--- src/rtl/mem_arb_pkg.sv ---
// Shared types and constants for the OTTER data-side memory port arbiter.
package mem_arb_pkg;

  typedef enum logic [2:0] {
    IDLE    = 3'd0,
    D_ISSUE = 3'd1,
    D_RESP  = 3'd2,
    IC_FILL = 3'd3,
    IC_LAST = 3'd4
  } arb_state_e;

  localparam logic [1:0] SZ_BYTE = 2'd0;
  localparam logic [1:0] SZ_HALF = 2'd1;
  localparam logic [1:0] SZ_WORD = 2'd2;

  localparam int unsigned LINE_WORDS_DEF = 8;

  // Latched CPU load/store command (address kept separately, it is parameterised)
  typedef struct packed {
    logic        we;
    logic [1:0]  size;
    logic [31:0] din;
  } d_cmd_t;

endpackage

--- src/rtl/refill_seq.sv ---
// Burst word counter for cache line refills: issue index, returning-word index, last-issue flag.
module refill_seq #(
  parameter int unsigned LINE_WORDS = 8
) (
  input  logic                          clk,
  input  logic                          rst_n,
  input  logic                          clr,
  input  logic                          inc,
  output logic [$clog2(LINE_WORDS)-1:0] idx,
  output logic [$clog2(LINE_WORDS)-1:0] idx_dly,
  output logic                          last_issue
);

  localparam int unsigned IDX_W = $clog2(LINE_WORDS);

  always_ff @(posedge clk or negedge rst_n) begin
    if (!rst_n) begin
      idx <= '0;
    end else if (clr) begin
      idx <= '0;
    end else if (inc) begin
      idx <= idx + IDX_W'(1);
    end
  end

  // Memory has one cycle of latency, so the word returning now is the previous issue
  assign idx_dly    = idx - IDX_W'(1);
  assign last_issue = (idx == IDX_W'(LINE_WORDS - 1));

endmodule

--- src/rtl/mem_port_arbiter.sv ---
// Shares the OTTER memory data port between I-cache line refills and CPU loads/stores.
// Define ARB_FAIR_EN for round-robin arbitration; otherwise the data side has strict priority.
module mem_port_arbiter
  import mem_arb_pkg::*;
#(
  parameter int unsigned LINE_WORDS = LINE_WORDS_DEF,
  parameter int unsigned ADDR_W     = 32
) (
  input  logic                          MEM_CLK,
  input  logic                          RST_N,
  input  logic                          IC_REQ,
  input  logic [ADDR_W-1:0]             IC_ADDR,
  output logic                          IC_GNT,
  output logic                          IC_WVALID,
  output logic [$clog2(LINE_WORDS)-1:0] IC_WIDX,
  output logic [31:0]                   IC_WDATA,
  output logic                          IC_DONE,
  input  logic                          D_REQ,
  input  logic                          D_WE,
  input  logic [ADDR_W-1:0]             D_ADDR,
  input  logic [31:0]                   D_DIN,
  input  logic [1:0]                    D_SIZE,
  output logic                          D_ACK,
  output logic [31:0]                   D_RDATA,
  output logic                          M_RDEN,
  output logic                          M_WE,
  output logic [ADDR_W-1:0]             M_ADDR,
  output logic [31:0]                   M_DIN,
  output logic [1:0]                    M_SIZE,
  input  logic [31:0]                   M_DOUT
);

  localparam int unsigned IDX_W = $clog2(LINE_WORDS);
  localparam int unsigned OFF_W = IDX_W + 2;

  arb_state_e               state_q, state_d;
  d_cmd_t                   dcmd_q;
  logic [ADDR_W-1:0]        daddr_q;
  logic [ADDR_W-OFF_W-1:0]  line_q;
  logic                     take_d, take_ic, cnt_clr, cnt_inc;
  logic                     pick_ic, pick_d;
  logic [IDX_W-1:0]         cnt, cnt_dly;
  logic                     last_issue;
  logic                     unused_ic_off;

  assign unused_ic_off = ^IC_ADDR[OFF_W-1:0];

  refill_seq #(.LINE_WORDS(LINE_WORDS)) u_refill_seq (
    .clk        (MEM_CLK),
    .rst_n      (RST_N),
    .clr        (cnt_clr),
    .inc        (cnt_inc),
    .idx        (cnt),
    .idx_dly    (cnt_dly),
    .last_issue (last_issue)
  );

`ifdef ARB_FAIR_EN
  logic last_ic_q;

  // Round-robin: on a tie, the side that did not win last time goes first
  assign pick_ic = IC_REQ && (!D_REQ || !last_ic_q);

  always_ff @(posedge MEM_CLK or negedge RST_N) begin
    if (!RST_N) begin
      last_ic_q <= 1'b0;
    end else if (take_ic) begin
      last_ic_q <= 1'b1;
    end else if (take_d) begin
      last_ic_q <= 1'b0;
    end
  end
`else
  assign pick_ic = IC_REQ && !D_REQ;
`endif

  assign pick_d = D_REQ && !pick_ic;

  always_ff @(posedge MEM_CLK or negedge RST_N) begin
    if (!RST_N) begin
      state_q <= IDLE;
    end else begin
      state_q <= state_d;
    end
  end

  // Winner's request is captured at grant so the memory side sees stable values
  always_ff @(posedge MEM_CLK or negedge RST_N) begin
    if (!RST_N) begin
      dcmd_q  <= '0;
      daddr_q <= '0;
      line_q  <= '0;
    end else begin
      if (take_d) begin
        dcmd_q  <= '{we: D_WE, size: D_SIZE, din: D_DIN};
        daddr_q <= D_ADDR;
      end
      if (take_ic) begin
        line_q <= IC_ADDR[ADDR_W-1:OFF_W];
      end
    end
  end

  always_comb begin
    state_d   = state_q;
    take_d    = 1'b0;
    take_ic   = 1'b0;
    cnt_clr   = 1'b0;
    cnt_inc   = 1'b0;
    IC_GNT    = 1'b0;
    IC_WVALID = 1'b0;
    IC_WIDX   = '0;
    IC_WDATA  = '0;
    IC_DONE   = 1'b0;
    D_ACK     = 1'b0;
    D_RDATA   = '0;
    M_RDEN    = 1'b0;
    M_WE      = 1'b0;
    M_ADDR    = '0;
    M_DIN     = '0;
    M_SIZE    = '0;
    case (state_q)
      IDLE: begin
        if (pick_ic) begin
          take_ic = 1'b1;
          cnt_clr = 1'b1;
          state_d = IC_FILL;
        end else if (pick_d) begin
          take_d  = 1'b1;
          state_d = D_ISSUE;
        end
      end
      D_ISSUE: begin
        M_ADDR  = daddr_q;
        M_DIN   = dcmd_q.din;
        M_SIZE  = dcmd_q.size;
        M_RDEN  = !dcmd_q.we;
        M_WE    = dcmd_q.we;
        state_d = D_RESP;
      end
      D_RESP: begin
        D_ACK   = 1'b1;
        D_RDATA = dcmd_q.we ? '0 : M_DOUT;
        state_d = IDLE;
      end
      IC_FILL: begin
        // Issue word cnt while word cnt-1 returns: one word per cycle, no bubbles
        IC_GNT    = 1'b1;
        M_RDEN    = 1'b1;
        M_SIZE    = SZ_WORD;
        M_ADDR    = {line_q, cnt, 2'b00};
        cnt_inc   = 1'b1;
        IC_WVALID = (cnt != '0);
        IC_WIDX   = cnt_dly;
        IC_WDATA  = (cnt != '0) ? M_DOUT : '0;
        if (last_issue) begin
          state_d = IC_LAST;
        end
      end
      IC_LAST: begin
        IC_GNT    = 1'b1;
        IC_WVALID = 1'b1;
        IC_WIDX   = IDX_W'(LINE_WORDS - 1);
        IC_WDATA  = M_DOUT;
        IC_DONE   = 1'b1;
        state_d   = IDLE;
      end
      default: state_d = IDLE;
    endcase
  end

endmodule

--- config.mk ---
export PLATFORM = sky130hd
export DESIGN_NAME = mem_port_arbiter
export DESIGN_NICKNAME = d
export VERILOG_FILES = /design/src/rtl/mem_arb_pkg.sv /design/src/rtl/refill_seq.sv /design/src/rtl/mem_port_arbiter.sv
export SDC_FILE = /design/constraint.sdc
export NUM_CORES = 1
export LEC_CHECK = 0
export CORE_AREA = 2 2 105 107
export CTS_CLUSTER_DIAMETER = 60
export DETAILED_ROUTE_END_ITERATION = 10
export DIE_AREA = 0 0 107 109
export DONT_BUFFER_PORTS = 1
export GPL_TIMING_DRIVEN = 0
export PLACE_DENSITY = 0.65
export SLEW_MARGIN = 0
export SYNTH_ARGS = -nofsm -noshare
export SYNTH_HDL_FRONTEND = slang
export SYNTH_HIERARCHICAL = 1
export SYNTH_SLANG_ARGS = --single-unit
--- constraint.sdc ---
create_clock -name MEM_CLK -period 1.84 [get_ports MEM_CLK]
set_input_delay 0.552 -clock MEM_CLK [delete_from_list [all_inputs] [get_ports MEM_CLK]]
set_output_delay 0.552 -clock MEM_CLK [all_outputs]
set_load 0.05 [all_outputs]
* Yosys cells after proc, flatten, opt, wreduce, memory -nomap -nowiden
Cells that the tools add are included.
** Cells by class
- Add/sub/neg operators :: 2
- Multiplexer cells :: 26
- Reduce and logical (&&, ||, !) cells :: 10
- Equality and inequality tests :: 7
** Operators by type and width (number)
- 2-to-1 mux 32 bit :: 4
- case mux 32 bit (2 select lines) :: 2
- 2-to-1 mux 3 bit :: 5
- 2-to-1 mux 1 bit :: 10
- case mux 3 bit (3 select lines) :: 1
- == test 3 x 2 -> 1 bit (second input constant) :: 2
- == test 3 bit (second input constant) :: 2
- case mux 3 bit (2 select lines) :: 1
- case mux 1 bit (2 select lines) :: 2
- case mux 2 bit (2 select lines) :: 1
- adder 3 x 1 -> 3 bit (second input constant) :: 1
- == test 3 x 1 -> 1 bit (second input constant) :: 1
- logical NOT 1 bit :: 3
- logical NOT 3 bit :: 1
- != test 3 bit (second input constant) :: 1
- nonzero test 3 bit :: 1
- subtractor 3 x 1 -> 3 bit (second input constant) :: 1
- logical AND 1 bit :: 2
- != test 2 bit (second input constant) :: 1
- AND reduction 2 bit :: 1
- nonzero test 2 bit :: 1
- OR reduction 2 bit :: 1
** Storage, ports and cells
- Input port bits :: 135
- Output and inout bits :: 139
- Register bits :: 100
- Word-level logic and storage cells :: 52

* Depth between registers and ports, before layout
- Depth after elaboration :: 7
- Mapped depth :: 6
- Depth with buffers taken out :: 4

* By module
Netlist, hierarchy kept.
** Modules (own cells, without submodules)
- mem_port_arbiter :: instances 1, area each 4895.9 sq um, cells each 407, seq. area each 2427.3 sq um
- refill_seq :: instances 1, area each 172.7 sq um, cells each 16, seq. area each 75.1 sq um

* Worst setup path before layout
No wires, ideal clock.
- Path kind :: register to output
- From :: register state_q[0]
- To :: output D_RDATA[10]
- Path buffers :: 1
- Stages on the path, launching flop included :: 5
- Arrival :: 2607 ps
- Path slack :: -1319 ps
- Required time :: 1288 ps
- Cells stage by stage :: dfrtp_1 > nor3b_1 > and2b_1 > clkbuf_1 > and2_1
** Between the ends
- Longest elaborated chain between the ends :: 2
** RTL lines
- start, declared :: RTL line mem_port_arbiter.sv:36 : arb_state_e state_q, state_d;
- start signal, assigned :: RTL line mem_port_arbiter.sv:83 : state_q <= state_d;
- == test 3 x 2 -> 1 bit :: RTL line mem_port_arbiter.sv:122 : case (state_q)
- 2-to-1 mux 32 bit :: RTL line mem_port_arbiter.sv:122
- end, declared :: RTL line mem_port_arbiter.sv:24 : output logic [31:0] D_RDATA,
No other way between the ends.

* Worst setup path after layout
- From :: register state_q[0]
- To :: output IC_WDATA[7]
** Between the ends
- Longest elaborated chain between the ends :: 2
- Elaborated cells on any way between the ends :: 3
- Those cells by class :: eq/ne: 2; mux: 1
** RTL lines
- == test 3 bit or == test 3 x 2 -> 1 bit (tied branches) :: RTL line mem_port_arbiter.sv:122
- case mux 32 bit (2 select lines) * :: RTL line mem_port_arbiter.sv:122
- end, declared :: RTL line mem_port_arbiter.sv:16 : output logic [31:0] IC_WDATA,
Mark *: on every way between the ends. The rest lies on a longest branch, timed or not.

==> flow_summary.toml <==
[synthesis]
synth_top_area_share_pct = 49.4
syn-cell-area_um2 = 5070
yosysTopAreaCell = "dfrtp_1"
yosys-top-cells-area = "dfrtp_1, mux2_2, and2_1"
synth_common_cells = "and2_1, dfrtp_1, mux2_2, nor2_1, mux2i_1"
synth_cells = 423
synth_most_common_cell = "and2_1"
avgSynthCellArea_um2 = 12.0
ys.flop_type = "dfrtp_1"
synth_nets = 561
synth_cell_types = 27
async_flop_share_pct = 100
yosys_register_bits = 100
synth_edf_count = 0
yosys_warnings = 6
seq_area_frac_synth_pct = 49.4

[floorplanning]
core_area_um2 = 10600
die_w_um = 107
die_area_um2 = 11700
die_height_um = 109
initial_core_util_pct = 47.8
io_pins = 274
num_rows = 38

[grt]
grt_first_pass_wirelength_um = 19600
overflow = 0
first_global_vias = 3405
grt_max_degree = 101
antenna_found_initial = 0
grt_usage_pct = 22.6

[placement]
place_congestion = 0.765
port_buffers = 0
hpwl_um = 9680

[worst_setup_path]
reg2reg_from = "state_q[0]$_DFFE_PN0P_"
slowest_delay_ps = 720
critPathLaunch = "state_q[0]$_DFFE_PN0P_"
rrSetupSlack_ps = -270
crit_path_cell_trace = "nor3b_4 > a21o_4 > clkbuf_8 > and2_4"
cp_max_fo = 10
r2r_cells = 9
worst_ep_arrival_time_ps = 2180
crit_family = "simple AND/OR/NAND/NOR gates"
cp-start-kind = "register"
crit_buf_inv = 1
critPathRequiredTime_ps = 1290
path_depth = 4
r2r-end = "daddr_q[22]$_DFFE_PN0P_"
critPathCapture = "IC_WDATA[7]"
cp-end-kind = "output port"
crit_type = "reg -> out"
critPathSlowestCell = "nor3b_4"

[drt]
post_drt_wl_per_cell_um = 22.4
wirelength_um = 13800
routed_via_density = 5.45
drtAntennaViolNets = 0
dr_total_vias = 3364
drt_first_pass_iters = 4
drt_iter0_drc = 114
drcViolationCount = 0

[sta]
hold_slack_ps = -136
drv_slew = 0
maxSlewHeadroom_pct = 42.8
fin_skew_ps = 11.5
fmax_mhz = 366
setup_ws_ps = -892
fin_crit_ps = 2730
setup_viol = 236
period_share_pct = 148
tightest_slew_ps = 858
hold_viol = 100
rsz0062_at_grt = "yes"

[power]
power_mw = 15.8
ir_worst_vdd_mv = 0.947
power_density_nw_per_um2 = 2280
p_leak_nw = 3.10

[clocking]
path_clk_slew_ps = 100
ctsHtreeMaxLevel = 3
cts_sinks = 100
cts_tree = "yes"
numCtsBuffers = 9
clock_path_buffers = 2
cts_root_buf = "clkbuf_8"
insertion_delay_ps = 370

[cells_and_area]
drive_gt1_share_pct = 67.4
multi_input_area_um2 = 3010
regArea_um2 = 2510
final_util_pct = 65.2
syn_to_final_growth_pct = 36.4
final_nets = 609
fillers = 804

[worst_hold_path]
holdCritPathClass = "in -> async"

[flow_run]
maxCapViolCount = 0

[status]
status = "finished with violations"
violations = "hold timing, setup timing"
-- cell type report --
type | count | share of cell area, %
Clock buffer | 11 | 2.05
Sequential cell | 100 | 36.3
Multi-Input combinational cell | 289 | 43.5
Clock inverter | 5 | 0.869
Tap cell | 140 | 2.53
Timing Repair Buffer | 39 | 7.91
Buffer | 27 | 6.57
Antenna cell | 1 | 0.0362
Inverter | 5 | 0.271
-- cells in the final DEF (no fill, tap or decap), types with 2 or more instances in the layout --
cell type,Yosys,final
nor3b_4,0,4
dfrtp_1,100,97
buf_8,0,8
buf_4,0,13
dfrtp_2,0,3
clkbuf_8,0,12
a21o_2,0,3
buf_2,11,5
nor2_1,36,5
buf_6,5,10
mux2_2,86,67
ha_1,3,3
nand3b_1,2,2
nor2_4,0,31
clkbuf_16,0,14
mux2i_1,32,32
inv_1,5,5
and2_4,0,99
mux2_4,8,27
buf_12,0,13
-- worst min path at each step --
stage / start / endpoint / slack [ps] / cells after the start
floorplan: RST_N / daddr_q[0]$_DFFE_PN0P_ / 260 / 0
global placement: RST_N / line_q[2]$_DFFE_PN0P_ / 260 / 0
detailed placement: RST_N / line_q[2]$_DFFE_PN0P_ / 260 / 0
CTS: RST_N / line_q[2]$_DFFE_PN0P_ / -150 / 0
global route: RST_N / line_q[1]$_DFFE_PN0P_ / -160 / 0
finish: RST_N / line_q[2]$_DFFE_PN0P_ / -140 / 0
-- worst register-to-register path, delay by kind of cell (launching register included) --
| kind | cells | cell delay [ps] |
|---|---|---|
| muxes | 1 | 320 |
| buffers and inverters | 6 | 830 |
| and+or+nand+nor | 2 | 400 |
| DFF | 1 | 460 |
-- sequential cells by signal, summed over array words and instances (netlist names) --
name              flops
dcmd_q               35
line_q               27
state_q               3
u_refill_seq/idx      3
daddr_q              32
-- report_power, final --
part / internal, mW / total (mW) / switching, mW
clock network: 0.672 / 1.46 / 0.784
logic: 4.22 / 10.4 / 6.20
registers: 3.31 / 3.92 / 0.607
-- kinds of logic (layout without fill, tap and decap cells) --
| group | after synthesis | after routing | synth area share [%] |
|---|---|---|---|
| xor gates and xnor gates | 2 | 2 | 0.346 |
| muxes | 126 | 126 | 27.8 |
| other | 0 | 1 | 0 |
| buffers and inverters | 34 | 87 | 3.60 |
| DFF | 100 | 100 | 49.4 |
| adders and majority gates | 3 | 3 | 0.741 |
| AOI/OAI and AO/OA | 8 | 8 | 1.04 |
| and+or+nand+nor | 150 | 150 | 17.1 |
-- timing repair --
action | in CTS | in global routing
gates resized for setup | 60 | 31
pin swaps | 21 | 21
cloned | 8 | 9
hold endpoints to repair | 100 | 100
setup endpoints to repair | 139 | 214
setup buffers | 13 | 9
-- per-layer routing --
layer,track usage (%),routed length (um),vias up
li1,-,-,1508
met1,27.4,5590,1698
met2,38.1,6950,146
met3,7.95,1090,12
met4,7.05,210,0
met5,0,0,-
-- metrics by stage --
stage / setup WS (ps) / TNS (ps) / instances / hold slack (ps) / instance area, um^2
finish: -892 / -132050 / 617 / -136 / 6910
global route: -980 / -151240 / 616 / -162 / 6910
CTS: -911 / -114740 / 600 / -151 / 6540
detailed placement: -731 / -56350 / 563 / 259 / 5900
global placement: -698 / -55240 / 563 / 259 / 5900
floorplan: -428 / -28050 / 423 / 256 / 5720
(Power assumes the default switching activity.)
